## config.mk

```make
export PLATFORM = sky130hd
export DESIGN_NAME = prog_clk_divider_flat
export DESIGN_NICKNAME = d
export VERILOG_FILES = /design/src/rtl/prog_clk_divider_if.sv /design/src/rtl/prog_clk_divider.sv /design/src/flat_wrapper.sv
export SDC_FILE = /design/constraint.sdc
export NUM_CORES = 1
export LEC_CHECK = 0
export ABC_AREA = 1
export BUFFER_PORTS_ARGS = -buffer_cell sky130_fd_sc_hd__buf_2
export CAP_MARGIN = 20
export CORE_ASPECT_RATIO = 1.1
export CORE_UTILIZATION = 50
export DETAILED_ROUTE_END_ITERATION = 16
export PLACE_DENSITY = 0.65
export SLEW_MARGIN = 20
export SYNTH_ARGS = -nofsm -noshare
export SYNTH_HDL_FRONTEND = slang
export SYNTH_SLANG_ARGS = --single-unit
export TNS_END_PERCENT = 100
```

## constraint.sdc

```tcl
create_clock -name clk_in -period 8.89 [get_ports clk_in]
set_clock_uncertainty 0.1 [all_clocks]
set_input_delay 1.3335 -clock clk_in [delete_from_list [all_inputs] [get_ports clk_in]]
set_output_delay 1.3335 -clock clk_in [all_outputs]
set_load 0.01 [all_outputs]
```

## src/rtl/prog_clk_divider_if.sv

```systemverilog
// Control/status bundle for prog_clk_divider.
// The master drives the run request and ratio loads; the slave (the divider)
// returns the divided clock, the period-start strobe and the activity flag.
interface prog_clk_divider_if #(
    parameter int CNT_W = 8
);
    logic             en;
    logic [CNT_W-1:0] div_val;
    logic             div_load;
    logic             clk_out;
    logic             tick;
    logic             active;

    modport master (
        output en,
        output div_val,
        output div_load,
        input  clk_out,
        input  tick,
        input  active
    );

    modport slave (
        input  en,
        input  div_val,
        input  div_load,
        output clk_out,
        output tick,
        output active
    );
endinterface

```

## src/rtl/prog_clk_divider.sv

```systemverilog
// Runtime-programmable integer clock divider.
// Produces a registered divided clock and a period-start strobe in the clk_in
// domain. Ratio reloads and enable/disable only take effect at period
// boundaries, so clk_out never glitches and no started period is cut short.
// Optional build macro PROG_CLK_DIVIDER_ODD_HALF_EN: adds a falling-edge
// flop that stretches the high phase by half a clk_in cycle for odd ratios,
// giving an exact 50% duty.
//
// state | meaning
// IDLE  | stopped, clk_out parked low, counter held at 0
// RUN   | counting periods, en high
// DRAIN | en dropped, finishing the running period before parking
module prog_clk_divider #(
    parameter int CNT_W       = 8,
    parameter int DEFAULT_DIV = 5
) (
    input  logic                  clk_in,
    input  logic                  rst,
    prog_clk_divider_if.slave     bus
);

    typedef enum logic [1:0] {
        IDLE  = 2'd0,
        RUN   = 2'd1,
        DRAIN = 2'd2
    } state_t;

    localparam logic [CNT_W-1:0] DIV_MIN = CNT_W'(2);
    localparam logic [CNT_W-1:0] DIV_RST = CNT_W'(DEFAULT_DIV);

    state_t           state_q, state_d;
    logic [CNT_W-1:0] cnt_q, cnt_d;
    logic [CNT_W-1:0] div_act_q, div_act_d;
    logic [CNT_W-1:0] pend_q, pend_d;
    logic             pend_vld_q, pend_vld_d;
    logic             pos_q, pos_d;
    logic [CNT_W-1:0] div_clamped;
    logic             period_end;
    logic             boundary;
    logic [CNT_W:0]   half;

    // Ratios below 2 cannot form a high and a low phase, so they are raised to 2.
    always_comb begin
        div_clamped = (bus.div_val < DIV_MIN) ? DIV_MIN : bus.div_val;
    end

    // Next state, counter and ratio bookkeeping; ratio changes only at boundaries.
    always_comb begin
        state_d    = state_q;
        cnt_d      = cnt_q;
        div_act_d  = div_act_q;
        pend_d     = pend_q;
        pend_vld_d = pend_vld_q;
        period_end = (state_q != IDLE) && (cnt_q == div_act_q - CNT_W'(1));
        boundary   = period_end || ((state_q == IDLE) && bus.en);

        case (state_q)
            IDLE: begin
                cnt_d = '0;
                if (bus.en) begin
                    state_d = RUN;
                end
            end
            RUN: begin
                cnt_d = period_end ? '0 : cnt_q + CNT_W'(1);
                if (!bus.en) begin
                    state_d = DRAIN;
                end
            end
            DRAIN: begin
                cnt_d = period_end ? '0 : cnt_q + CNT_W'(1);
                if (bus.en) begin
                    state_d = RUN;
                end else if (period_end) begin
                    state_d = IDLE;
                end
            end
            default: begin
                state_d = IDLE;
                cnt_d   = '0;
            end
        endcase

        // A load coinciding with a boundary goes straight into the new period.
        if (boundary) begin
            pend_vld_d = 1'b0;
            if (bus.div_load) begin
                div_act_d = div_clamped;
            end else if (pend_vld_q) begin
                div_act_d = pend_q;
            end
        end else if (bus.div_load) begin
            pend_d     = div_clamped;
            pend_vld_d = 1'b1;
        end
    end

    // High-phase length of the upcoming cycle's period and the next clk_out level.
    always_comb begin
`ifdef PROG_CLK_DIVIDER_ODD_HALF_EN
        half = {1'b0, div_act_d} >> 1;
`else
        half = ({1'b0, div_act_d} + (CNT_W+1)'(1)) >> 1;
`endif
        pos_d = (state_d != IDLE) && ({1'b0, cnt_d} < half);
    end

    // State, counter, ratio and registered clock output.
    always_ff @(posedge clk_in) begin
        if (rst) begin
            state_q    <= IDLE;
            cnt_q      <= '0;
            div_act_q  <= DIV_RST;
            pend_q     <= DIV_RST;
            pend_vld_q <= 1'b0;
            pos_q      <= 1'b0;
        end else begin
            state_q    <= state_d;
            cnt_q      <= cnt_d;
            div_act_q  <= div_act_d;
            pend_q     <= pend_d;
            pend_vld_q <= pend_vld_d;
            pos_q      <= pos_d;
        end
    end

`ifdef PROG_CLK_DIVIDER_ODD_HALF_EN
    logic neg_q;

    // Half-cycle delayed copy of the posedge clock, used to stretch odd ratios.
    always_ff @(negedge clk_in) begin
        if (rst) begin
            neg_q <= 1'b0;
        end else begin
            neg_q <= pos_q;
        end
    end

    // Odd ratios OR in the delayed copy; even ratios already split evenly.
    always_comb begin
        bus.clk_out = div_act_q[0] ? (pos_q | neg_q) : pos_q;
    end
`else
    // Posedge-only output; odd ratios get the extra cycle in the high phase.
    always_comb begin
        bus.clk_out = pos_q;
    end
`endif

    // Status outputs decoded from the registered state and counter.
    always_comb begin
        bus.active = (state_q != IDLE);
        bus.tick   = (state_q != IDLE) && (cnt_q == '0);
    end

endmodule

```

## src/flat_wrapper.sv

```systemverilog
// flat-port wrapper written by rule: the top's interface ports become plain ports
module prog_clk_divider_flat 
#(
    parameter int CNT_W       = 8,
    parameter int DEFAULT_DIV = 5
)
  (clk_in, rst, bus_en, bus_div_val, bus_div_load, bus_clk_out, bus_tick, bus_active);
  prog_clk_divider_if #(.CNT_W(CNT_W)) bus_i ();
  input  logic clk_in;
  input  logic rst;
  input wire logic [$bits(bus_i.en)-1:0] bus_en;
  input wire logic [$bits(bus_i.div_val)-1:0] bus_div_val;
  input wire logic [$bits(bus_i.div_load)-1:0] bus_div_load;
  output wire logic [$bits(bus_i.clk_out)-1:0] bus_clk_out;
  output wire logic [$bits(bus_i.tick)-1:0] bus_tick;
  output wire logic [$bits(bus_i.active)-1:0] bus_active;
  assign bus_i.en = bus_en;
  assign bus_i.div_val = bus_div_val;
  assign bus_i.div_load = bus_div_load;
  assign bus_clk_out = bus_i.clk_out;
  assign bus_tick = bus_i.tick;
  assign bus_active = bus_i.active;
  prog_clk_divider #(.CNT_W(CNT_W), .DEFAULT_DIV(DEFAULT_DIV)) u_core (.clk_in(clk_in), .rst(rst), .bus(bus_i));
endmodule
```

==> results of run 1 <==
worst max-delay path: stages, from the launching register on:
cell	delay (ns)
dfxtp_1	0.43
inv_2	0.10
ha_1	0.33
xor2_1	0.16
nand2_1	0.08
nor2_2	0.14
nand3_2	0.10
nor2_4	0.13
nand2_4	0.09
nand2_8	0.17
nand2_1	0.08
o21ai_1	0.24
ha_1	0.31
nand2_1	0.07
nor2_1	0.18
nand4_1	0.12
ha_1	0.34
a211o_1	0.30
a31oi_1	0.12
and2_0	0.13
nand2_1	0.05
nor2_1	0.09
Yosys cell counts (all sizes together):
master and count:
a211o 1, a211oi 1, a21o 1, a21oi 8, a31oi 1, and2 1
buf 3, clkbuf 5, dfxtp 28, ha 15, inv 45, nand2 102
nand3 21, nand4 8, nor2 50, nor3 12, o211ai 3, o21ai 27
xnor2 4, xor2 7
registers in the layout (all words and copies together), names as in the netlist:
name                cells
u_core.bus.clk_out      1
u_core.cnt_q            8
u_core.div_act_q        8
u_core.pend_q           8
u_core.pend_vld_q       1
u_core.state_q          2
final timing paths:
kind / from / endpoint / cells after the start
setup / recovery: u_core.div_act_q[0] / u_core.bus.clk_out / 21
setup reg to reg: u_core.div_act_q[0] / u_core.bus.clk_out / 21
hold / removal: u_core.pend_q[6] / u_core.pend_q[6] / 2
hold reg to reg: u_core.pend_q[6] / u_core.pend_q[6] / 2
routing by layer:
metal,vias up,routed length [um]
met5,-,0
met4,0,63
met3,6,182
met2,38,2300
met1,942,2530
li1,1116,-
metrics by stage:
step / instances / util (%)
floorplan: 343 / -
global placement: 401 / 55.5
detailed placement: 401 / 55.5
CTS: 405 / 56.9
global route: 405 / 56.9
finish: 405 / 56.9
kinds of logic after synthesis:
kind of cell | Yosys count | share of synthesized area (%)
AOI/OAI and AO/OA | 42 | 11.4
xor gates and xnor gates | 11 | 4.40
adders and majority gates | 15 | 8.58
buffers and inverters | 53 | 10.2
DFF | 28 | 25.6
and+or+nand+nor | 194 | 39.7
layout make-up:
class / count / area share [%]
Inverter: 45 / 7.27
Sequential cell: 28 / 24.1
Timing Repair Buffer: 14 / 3.02
Multi-Input combinational cell: 262 / 60.4
Clock buffer: 4 / 2.37
Tap cell: 52 / 2.80
power by group:
part / internal, mW / switching (mW)
Clock: 0.0398 / 0.0441
Sequential: 0.139 / 0.0146
Combinational: 0.0595 / 0.115
==> results.md, run 1 <==
* RePlAce Congestion at between 0.8 and 0.9
* Final instance area at between 0.002 and 0.0025 sq mm
* Die area at 0.00464 sq mm
* I/O Buffers at 14
* #FFs+latches synth at 28
* HPWL Detailed at 4020 um
* Die H at slightly above 70 um
* Setup bufs post-CTS at 0
* Antenna diodes at 0
* Clock sinks at 28
* Cell variety after synth at 32
* Most frequent cells in the layout: 96 x nand2_1, 43 x nor2_1, 40 x inv_1
* Total Neg Setup Slack at 0 ns
* Slew HR at around 68%
* Cells after Synth at between 300 and 400
* Met2 Usage GRT at approximately 39%
* Total of max-cap violations at 0
* Worst EP arrival at about 4.0 ns
* Reg2Reg Setup Slack at about 5 ns
* RSZ-0062 raised after global routing: no
* Post-Syn Area at 0.00219 sq mm
* Fillers at 440
* Final hold slack at ~0.38 ns
* Cts repair resizes at 0
* Final worst-path cycle share at between 40 and 50%
* Clock Tree Buf Depth at 2
* Max rail drop VDD at ~94 uV
* Hold Buf Count CTS at 0
* Post-DP Area at roughly 0.0023 sq mm
* Most common cell after layout, fill and taps aside: nand2_1
* Total CTS buffers at 3
* Syn Area/Cell at ~6.4 sq um
* Status: complete, no violations
* Gr busiest metal: met2
* Req. time, crit path at between 9 and 10 ns
* H-tree depth at 1
* CTS tree: done
* Synthesis-to-finish area growth at 6.18%
* Area contributors post-synth: dfxtp_1 26%, nand2_1 16%, ha_1 8.6%, nor2_1 7.4%, inv_1 6.9%
* Wire per inst at about 13 um
* Number of global-route vias before repair at 2002
* Fmax achieved at 255 MHz
* Startpoint types: register
* Final-report hold violation count at 0
* Initial Util at 53.6%
* Clock Root Buffer: clkbuf_8
* Reg area at 561 sq um
* Residual DRC at 0
* Measured slew at the worst slew-check pin at just under 0.5 ns
* Worst skew pair latency at 0.28 ns
* Via count at around 2100
* GRT Overall Usage at roughly a quarter
* Met1 Track Usage GR at about a third
* 1st-pass router iterations at 4
* Post-synth top area cell: dfxtp_1
* Minimum clock period at around 3.9 ns
* Footprint of the multi-input gates at around 0.0014 sq mm
* Worst setup margin at about 5.0 ns
* Total grt overflow at 0
* Routed WL at 5070 um
* Total power at between 0.4 and 0.5 mW
* Initial antenna violation count at 0
* Num rows at 24
* Leakage Power at about 1.1 nW
* Die width at 65.1 um
* Core Box Area at approximately 0.004 sq mm
* Worst min path class: reg2reg
* ANT nets after route at 0
* Post-synth top area share at between 20% and 30%
* Ratio of cells with drive above 1 in the final layout at between 10% and 20%
* Crit Path Category: reg2reg
* Max-slew violations at 0
* PD cells at 178 mW/mm^2
* Clock transition at the registers of the reported paths at 0.11 ns
* Critical Path Sink Type: register
* Crit path max fanout at 25
* Synth Warn # at 0
* Post-layout nets at 381
* # setup viols final at 0
* Dpl ws at ~4.7 ns
* Syn Nets at 370
* Sequential area share after synthesis at between 20 and 30%
* Num ports at 15
* DRT iter0 DRCs at between 80 and 90
* Largest net degree at the start of global routing at 26
* Met3 usage in global routing at 2.39%
* Vias per std cell at roughly 5.2
* First-pass GRT wire length at slightly below 9000 um
(Power assumes the default switching activity.)
==> inputs of run 2 (changes only) <==
Settings changed: ABC_AREA 1 to 0, PLACE_DENSITY 0.65 to 0.68.
Clock period 8.89 ns to 3.5 ns, I/O delays scaled along.
==> results.md, run 2 <==
* Status: finished, violations left
* Failing checks: setup timing
* RSZ-0062 raised after global routing: yes
* Critical-path top delay cell: or4_4
* Fillers at about 350
* Startpoint types: register
* Wire per inst at about 15 um
* Reg power frac at between 30% and 40%
* Largest stage delay on the critical path at 0.53 ns
* Area contributors post-synth: dfxtp_1 27%, ha_1 9.2%, xnor2_1 5.1%, nand2_1 4.2%, mux2i_1 3.9%
* Initial antenna violation count at 0
* #FFs+latches synth at 28
* DRT iter0 DRCs at 84
* Wl on met1 at 2330 um
* 1st-pass router iterations at 4
* Synth top cells by count: 28 x dfxtp_1, 23 x nand2_1, 18 x nor2_1
* Total grt overflow at 0
* HPWL Detailed at roughly 3900 um
* Critical Path Sink Type: register
* RePlAce Congestion at around 0.83
* Switch Pwr at 0.346 mW
* Cell-internal power at 0.703 mW
* Worst min path class: reg2reg
* CP Buf/Inv Count at 2
* Number of global-route vias before repair at 1909
* Core Util, Final at roughly two thirds
* Final hold slack at roughly 0.38 ns
* Die H at a little under 70 um
* Sequential area share after synthesis at between 20 and 30%
* Switch share at about a third
* Worst skew pair latency at approximately 0.28 ns
* First-pass GRT wire length at roughly 8700 um
* Syn Area/Cell at just over 8 sq um
* Core Box Area at 0.00393 sq mm
* Measured slew at the worst slew-check pin at ~0.52 ns
* Max rail drop VDD at about 300 uV
* Cells after Synth at 247
* Die width at between 60 and 70 um
* Largest registers: u_core.cnt_q (8), u_core.div_act_q (8), u_core.pend_q (8)
* Fmax achieved at between 200 and 300 MHz
* Clk pwr share at about 25%
* Ys async rst share at 0%
* Synthesis-to-finish area growth at 28.9%
* Clock Root Buffer: clkbuf_8
* H-tree depth at 1
* Ys flop type: dfxtp_1
* Num ports at 15
* Clock transition at the registers of the reported paths at roughly 0.10 ns
* Total CTS buffers at 3
* PD cells at roughly 400 mW/mm^2
* Crit path max fanout at 6
* Most common cell after layout, fill and taps aside: buf_4
* Leakage Power at roughly 1.1 nW
* Synth Warn # at 0
* Post-layout nets at 329
* Total of max-cap violations at 0
* Routed WL at roughly 5200 um
* Residual DRC at 0
* Req. time, crit path at between 3 and 4 ns
* CP top delay family: simple AND/OR/NAND/NOR gates
* Most common cell in the synthesized netlist: dfxtp_1
* Total power at about 1.0 mW
* Hold Buf Count CTS at 0
* Via count at 1962
* I/O Buffers at 14
* Cell variety after synth at 51
* Slew HR at about 65%
* Post-synth top area share at between 20% and 30%
* Combinational power share at between 40% and 50%
* Ratio of cells with drive above 1 in the final layout at a little under a third
* Initial Util at between 50% and 60%
* Die area at between 0.004 and 0.005 sq mm
* Vias per std cell at roughly 5.6
* Most frequent cells in the layout: 48 x buf_4, 26 x dfxtp_1, 23 x nand2_1
* Syn Nets at 274
* Total Neg Setup Slack at -0.333 ns
* GRT Overall Usage at about a quarter
* Crit-path cells: inv_1 -> ha_2 -> or3_1 -> a31o_4 -> or4_4 -> nand2_8 -> a31oi_4 -> o221ai_2 -> ha_2 -> nand4_4 -> or3_1 -> ha_1 -> nand4_1 -> buf_4 -> o311ai_1 -> a31oi_1
* Largest net degree at the start of global routing at 29
* Post-synth EDFFs at 0
* Max-slew violations at 0
* # setup viols final at 1
* Met3 wire length at around 170 um
* Antenna diodes at 0
* CTS tree: done
* Clock sinks at 28
* Worst EP arrival at 3.90 ns
* Dpl ws at -0.408 ns
* Top layer in use: met4
* DR WL met2 at 2510 um
* Clock Tree Buf Depth at 2
* Final worst-path cycle share at 110%
* Crit Path Category: reg2reg
* Post-synth top area cell: dfxtp_1
* Num rows at 24
* Worst setup margin at -0.333 ns
* Post-Syn Area at just over 0.002 sq mm
* Minimum clock period at between 3 and 4 ns
* Final-report hold violation count at 0
* ANT nets after route at 0
==> run 2: cell count changes after synthesis, moves of 4 or more <==
cell,delta
nand4_1,-5
nand3_1,-9
inv_2,-5
nor4_1,+11
nor2_2,-4
nor2b_1,+8
a21oi_1,+4
inv_1,-30
nor2_1,-25
xnor2_1,+8
nand2_1,-73
mux2i_1,+8
o21ai_0,-11
==> run 2: kinds of logic after synthesis <==
| kind of cell | synth area share [%] |
|---|---|
| adders and majority gates | 9.19 |
| and+or+nand+nor | 30.1 |
| xor gates and xnor gates | 9.00 |
| AOI/OAI and AO/OA | 15.5 |
| DFF | 27.4 |
| buffers and inverters | 4.84 |
| muxes | 3.92 |
==> run 2: layer usage <==
metal | global-route usage (%) | vias up
li1 | - | 1002
met1 | 31.2 | 895
met2 | 40.9 | 49
met3 | 2.81 | 16
met4 | 14.0 | 0
met5 | 0 | -
==> run 2: final timing paths <==
path	cells after the start	from	endpoint	slack, ns
setup / recovery	16	u_core.div_act_q[1]	u_core.bus.clk_out	-0.33
hold / removal	1	u_core.pend_q[0]	u_core.pend_q[0]	0.38
setup reg to reg	16	u_core.div_act_q[1]	u_core.bus.clk_out	-0.33
hold reg to reg	1	u_core.pend_q[0]	u_core.pend_q[0]	0.38
==> run 2: final cells by class <==
cell class,instances,area [sq um],area share (%)
Tap cell,52,65.1,2.47
Sequential cell,28,563,21.4
Clock buffer,3,41.3,1.57
Multi-Input combinational cell,197,1470,55.7
Timing Repair Buffer,62,430,16.3
Clock inverter,1,30.0,1.14
Inverter,10,37.5,1.43
==> run 2: stage by stage <==
step,instance area (sq um),cells
global route,2630,353
detailed placement,2510,348
CTS,2610,353
global placement,2510,348
finish,2630,353
floorplan,2080,247
==> run 2: timing repair <==
| action | 4_1_cts | 5_1_grt |
|---|---|---|
| setup buffers | 1 | 0 |
| gates resized for setup | 4 | 6 |
| pin swaps | 1 | 1 |
| endpoints found under the setup margin | 1 | 1 |
==> run 2: worst register-to-register path, stage by stage, from the launching register on <==
cell and delay (ns):
dfxtp_2 0.36, inv_1 0.06, ha_2 0.18, or3_1 0.35, a31o_4 0.23, or4_4 0.53
nand2_8 0.11, a31oi_4 0.09, o221ai_2 0.18, ha_2 0.24, nand4_4 0.10, or3_1 0.33
ha_1 0.30, nand4_1 0.10, buf_4 0.15, o311ai_1 0.25, a31oi_1 0.06
==> run 2: power groups by stage <==
stage	clock [mW]	combinational [mW]	sequential, mW
5_1_grt	0.275	0.457	0.374
4_1_cts	0.260	0.411	0.369
3_5_place_dp	0	0.400	0.376
3_3_place_gp	0	0.393	0.376
2_1_floorplan	0	0.248	0.371
6_report	0.259	0.421	0.370
